## config.mk

```make
export PLATFORM = sky130hd
export DESIGN_NAME = serializador_piso_flat
export DESIGN_NICKNAME = d
export VERILOG_FILES = /design/src/rtl/serializador_piso_pkg.sv /design/src/rtl/serializador_piso_if.sv /design/src/rtl/serializador_piso_registrador_deslocamento.sv /design/src/rtl/serializador_piso.sv /design/src/flat_wrapper.sv
export SDC_FILE = /design/constraint.sdc
export NUM_CORES = 1
export LEC_CHECK = 0
export ABC_CLOCK_PERIOD_IN_PS = 2500
export CORE_ASPECT_RATIO = 1.2
export CORE_MARGIN = 2
export CORE_UTILIZATION = 40
export DETAILED_ROUTE_END_ITERATION = 7
export PLACE_DENSITY = 0.77
export SLEW_MARGIN = 20
export SYNTH_ARGS = -nofsm -noshare
export SYNTH_HDL_FRONTEND = slang
export SYNTH_SLANG_ARGS = --single-unit
export TNS_END_PERCENT = 30
```

## constraint.sdc

```tcl
create_clock -name clk -period 2.5 [get_ports clk]
set_input_delay 0.25 -clock clk [delete_from_list [all_inputs] [get_ports clk]]
set_output_delay 0.25 -clock clk [all_outputs]
set_load 0.02 [all_outputs]
```

## src/rtl/serializador_piso_pkg.sv

```systemverilog
// Shared definitions for the PISO serializer: state encoding, default width
// and the bit-counter width helper.
package serializador_piso_pkg;

  localparam int LARGURA_PADRAO = 8;

  typedef logic [0:0] estado_t;

  localparam estado_t OCIOSO     = 1'b0;
  localparam estado_t DESLOCANDO = 1'b1;

  // Counter must hold LARGURA-1; a 2-bit word still needs one counter bit.
  function automatic int largura_contador(input int n);
    return (n <= 2) ? 1 : $clog2(n);
  endfunction

endpackage

```

## src/rtl/serializador_piso_if.sv

```systemverilog
// Handshake and data bundle between a word source and the PISO serializer.
interface serializador_piso_if #(
  parameter int LARGURA = 8
);
  logic               load;
  logic [LARGURA-1:0] dado;
  logic               hab;
  logic               pronto;
  logic               ocupado;
  logic               sout;
  logic               fim;

  modport master (
    output load, dado, hab,
    input  pronto, ocupado, sout, fim
  );

  modport slave (
    input  load, dado, hab,
    output pronto, ocupado, sout, fim
  );
endinterface

```

## src/rtl/serializador_piso_registrador_deslocamento.sv

```systemverilog
// Shift register plus down-counting bit counter for the PISO serializer.
module registrador_deslocamento
  import serializador_piso_pkg::*;
#(
  parameter int LARGURA      = LARGURA_PADRAO,
  parameter bit MSB_PRIMEIRO = 1'b1
) (
  input  logic               clk,
  input  logic               rstn,
  input  logic               carga,
  input  logic               desloca,
  input  logic [LARGURA-1:0] dado,
  output logic               bit_saida,
  output logic               cnt_zero
);

  localparam int CW = largura_contador(LARGURA);

  logic [LARGURA-1:0] registro;
  logic [CW-1:0]      contador;

  // Load takes priority; shifting stops at the last bit so the counter never wraps.
  always_ff @(posedge clk or negedge rstn) begin
    if (!rstn) begin
      registro <= '1;
      contador <= '0;
    end else if (carga) begin
      registro <= dado;
      contador <= CW'(LARGURA - 1);
    end else if (desloca && (contador != '0)) begin
      if (MSB_PRIMEIRO)
        registro <= {registro[LARGURA-2:0], 1'b1};
      else
        registro <= {1'b1, registro[LARGURA-1:1]};
      contador <= contador - CW'(1);
    end
  end

  assign bit_saida = MSB_PRIMEIRO ? registro[LARGURA-1] : registro[0];
  assign cnt_zero  = (contador == '0);

endmodule

```

## src/rtl/serializador_piso.sv

```systemverilog
// Parallel-in serial-out serializer: FSM, handshake and end-of-word logic.
//
//   state      | meaning
//   -----------+------------------------------------------------
//   OCIOSO     | line idle high, ready for a new word
//   DESLOCANDO | word in flight, one bit per hab tick
module serializador_piso
  import serializador_piso_pkg::*;
#(
  parameter int LARGURA      = LARGURA_PADRAO,
  parameter bit MSB_PRIMEIRO = 1'b1
) (
  input logic                clk,
  input logic                rstn,
  serializador_piso_if.slave bus
);

  estado_t estado;
  logic    cnt_zero;
  logic    bit_saida;
  logic    fim_int;
  logic    pronto_int;
  logic    aceita;
  logic    desloca;

  assign fim_int    = (estado == DESLOCANDO) && cnt_zero;
  // Ready again on the final bit's tick so the next word follows with no gap.
  assign pronto_int = (estado == OCIOSO) || (fim_int && bus.hab);
  assign aceita     = bus.load && pronto_int;
  assign desloca    = (estado == DESLOCANDO) && bus.hab;

  // State moves to DESLOCANDO on an accepted load, back to OCIOSO when the last bit ends.
  always_ff @(posedge clk or negedge rstn) begin
    if (!rstn)
      estado <= OCIOSO;
    else if (aceita)
      estado <= DESLOCANDO;
    else if (fim_int && bus.hab)
      estado <= OCIOSO;
  end

  registrador_deslocamento #(
    .LARGURA      (LARGURA),
    .MSB_PRIMEIRO (MSB_PRIMEIRO)
  ) u_reg (
    .clk       (clk),
    .rstn      (rstn),
    .carga     (aceita),
    .desloca   (desloca),
    .dado      (bus.dado),
    .bit_saida (bit_saida),
    .cnt_zero  (cnt_zero)
  );

  assign bus.pronto  = pronto_int;
  assign bus.fim     = fim_int;
  assign bus.ocupado = (estado == DESLOCANDO);
  assign bus.sout    = (estado == DESLOCANDO) ? bit_saida : 1'b1;

endmodule

```

## src/flat_wrapper.sv

```systemverilog
// flat-port wrapper written by rule: the top's interface ports become plain ports
module serializador_piso_flat import serializador_piso_pkg::*;
#(
  parameter int LARGURA      = LARGURA_PADRAO,
  parameter bit MSB_PRIMEIRO = 1'b1
)
  (clk, rstn, bus_load, bus_dado, bus_hab, bus_pronto, bus_ocupado, bus_sout, bus_fim);
  serializador_piso_if #(.LARGURA(LARGURA)) bus_i ();
  input logic clk;
  input logic rstn;
  input wire logic [$bits(bus_i.load)-1:0] bus_load;
  input wire logic [$bits(bus_i.dado)-1:0] bus_dado;
  input wire logic [$bits(bus_i.hab)-1:0] bus_hab;
  output wire logic [$bits(bus_i.pronto)-1:0] bus_pronto;
  output wire logic [$bits(bus_i.ocupado)-1:0] bus_ocupado;
  output wire logic [$bits(bus_i.sout)-1:0] bus_sout;
  output wire logic [$bits(bus_i.fim)-1:0] bus_fim;
  assign bus_i.load = bus_load;
  assign bus_i.dado = bus_dado;
  assign bus_i.hab = bus_hab;
  assign bus_pronto = bus_i.pronto;
  assign bus_ocupado = bus_i.ocupado;
  assign bus_sout = bus_i.sout;
  assign bus_fim = bus_i.fim;
  serializador_piso #(.LARGURA(LARGURA), .MSB_PRIMEIRO(MSB_PRIMEIRO)) u_core (.clk(clk), .rstn(rstn), .bus(bus_i));
endmodule
```

==> results_dict.tcl <==
set metrics [dict create \
    row_count 16 \
    synth_compound_area_share_pct 25.8 \
    maxCapViolCount 0 \
    reg2reg_slack_ns 0.96 \
    power_leakage_nw 0.353 \
    peakVddDrop_mv 0.546 \
    ctsRootBufferMaster "clkbuf_4" \
    dp_slack_ns 0.590 \
    clk_latency_ns 0.27 \
    ys_seq_area_share_pct 46.0 \
    status "completed" \
    synthTopCellsByArea "dfstp_2, dfrtp_1, a211oi_1" \
    gp_congestion 0.787 \
    dieArea_um2 2030 \
    synth_cells 71 \
    tns_ns 0 \
    hold_viol_final 0 \
    clkTransAtPathRegs_ns 0.08 \
    cts_hold_buf 0 \
    hpwl_um 1060 \
    grt_pass1_wl_um 2620 \
    boundaryPins 16 \
    setup_ws_ns 0.346 \
    skew_ns 0.0105 \
    synth_top_area_share_pct 31.2 \
    max_slew.worst_pin.slew_ns 0.529 \
    wl_per_cell_um 14.9 \
    routed_wl_um 1550 \
    synth_top_family_by_area "compound AO/OA/AOI/OAI gates" \
    start_kind "flop" \
    antenna_found_initial 0 \
    gr-usage-all-layers_pct 17.0 \
    cts_sinks 12 \
    portBuffers 15 \
    via_count 590 \
    worst-endpoint-required_ns 2.25 \
    ys_types 23 \
    synth_warnings 0 \
    min_path_type "input pin to async pin" \
    fmax_mhz 464 \
    cts_buffers 3 \
    synth-xor-area-share_pct 0 \
    route.detailed.drc 0 \
    rsz0062_at_grt "no" \
    cts_setup_buffers 0 \
    area_delta_synth_final_pct 28.2 \
    cts_tree "done" \
    post_cts_resized 0 \
    drtPass1Iterations 4 \
    critPathArrivalTime_ns 1.90 \
    synthSimpleGateAreaFrac_pct 16.9 \
    cp_max_fo 3 \
    ys_ff_latch 12 \
    crit_path_end_kind "output pin" \
    overflow 0 \
    insertedDiodeCount 0 \
    yosysTopAreaCell "dfstp_2" \
    hold_slack_ns 0.320 \
    syn_area_per_cell_um2 9.50 \
    cts.path.max_buffers 2 \
    drive_gt1_share_pct 16.3 \
    die-width_um 41.5 \
    drv_slew 0 \
    htreeDepth 1 \
    fin_util_pct 54.0 \
    synth.area.mux_share_pct 1.48 \
    ant_nets 0 \
    core_um2 1600 \
    drt_iter0_markers 13 \
    grt_max_degree 15 \
    vias_per_cell 5.67 \
    die-height_um 49.0 \
    synthAdderAreaFrac_pct 3.71 \
    synth.cell_area_um2 674 \
    grt_pass1_vias 594 \
    fin_crit_ns 2.15 \
    path_class "flop to output pin" \
    setup_viol 0 \
    maxSlewHeadroom_pct 64.6 \
    power.density_nw_per_um2 1040 \
    fin_crit_sh_pct 86.2 \
    syn-num-nets 85 \
    nets 101 \
    start_util_pct 42.1 \
]
critical path: stages (launching register included):
cell and delay, ns:
dfrtp_1 0.38, inv_1 0.10, ha_1 0.24, nor2b_1 0.18, and2_1 0.15, clkdlybuf4s50_1 0.60
cell families after synthesis:
family                   count (synthesis)
flip-flops                              12
AND/OR/NAND/NOR                         19
buffers and inverters                    9
AO/OA/AOI/OAI                           28
adder cells (fa/ha/maj)                  2
multiplexers                             1
flip-flops by register name, indices dropped and copies added (netlist names):
signal,count
u_core.bus.ocupado,1
u_core.u_reg.registro,8
u_core.u_reg.contador,3
area by class of cell:
type / instances / area (µm²)
inverters: 4 / 15.0
clock buffers: 4 / 36.3
flip-flops and latches: 12 / 310
repair buffers: 16 / 158
fillers: 157 / 737
well taps: 18 / 22.5
multi-input cells: 50 / 323
power breakdown:
group / switching [mW] / internal [mW]
Sequential: 0.0543 / 0.323
Combinational: 0.200 / 0.175
Clock: 0.0630 / 0.0884
metrics by stage:
stage               total power, mW  std cells  instance area (µm²)
floorplan                     0.631         71                  674
global placement              0.734        100                  828
detailed placement            0.749        100                  828
CTS                           0.907        104                  865
global route                  0.973        104                  865
finish                        0.903        104                  865
synth_stat cells:
cell      count
dfstp_2       8
a21o_1        1
and2_1        2
buf_2         2
nand2_1       3
buf_4         1
and3_1        1
o311ai_0      1
clkbuf_1      1
o21ai_0      10
clkbuf_2      1
a211oi_1      7
nand3b_4      1
nand3_1       9
inv_1         3
nand2b_1      2
ha_1          2
nor2b_1       1
a21oi_1       1
clkinv_1      1
dfrtp_1       4
mux2i_1       1
a31oi_1       8
metal layers:
layer  track usage [%]  wire length (µm)
met5                 0                 0
met4              6.45                14
met3              3.70                86
met2              29.4               773
met1              20.2               676
layout by cell type, fill, tap and decap left out:
cell type and count:
nand3b_4 1, o21ai_0 10, ha_1 2, nand3_1 9
clkdlybuf4s50_1 15, dfrtp_1 4, a21o_1 1, dfstp_2 8
a211oi_1 7, o311ai_0 1, nor2b_1 1, buf_4 1
clkbuf_4 3, inv_1 3, mux2i_1 1, nand2_1 3
nand2b_1 2, clkinv_1 1, and3_1 1, a21oi_1 1
and2_1 2, clkbuf_8 1, a31oi_1 8
final timing paths:
check,start,end,cells past startpoint
max,u_core.u_reg.contador[0],bus_fim,5
min,rstn,u_core.bus.ocupado,1
max reg2reg,u_core.u_reg.contador[0],u_core.u_reg.contador[1],5
min reg2reg,u_core.u_reg.registro[1],u_core.u_reg.registro[2],2
max in group asynchronous,rstn,u_core.u_reg.registro[6],1
min in group clk,bus_dado[0],u_core.u_reg.registro[0],3
Note: power is estimated with default switching activity, not from simulation.
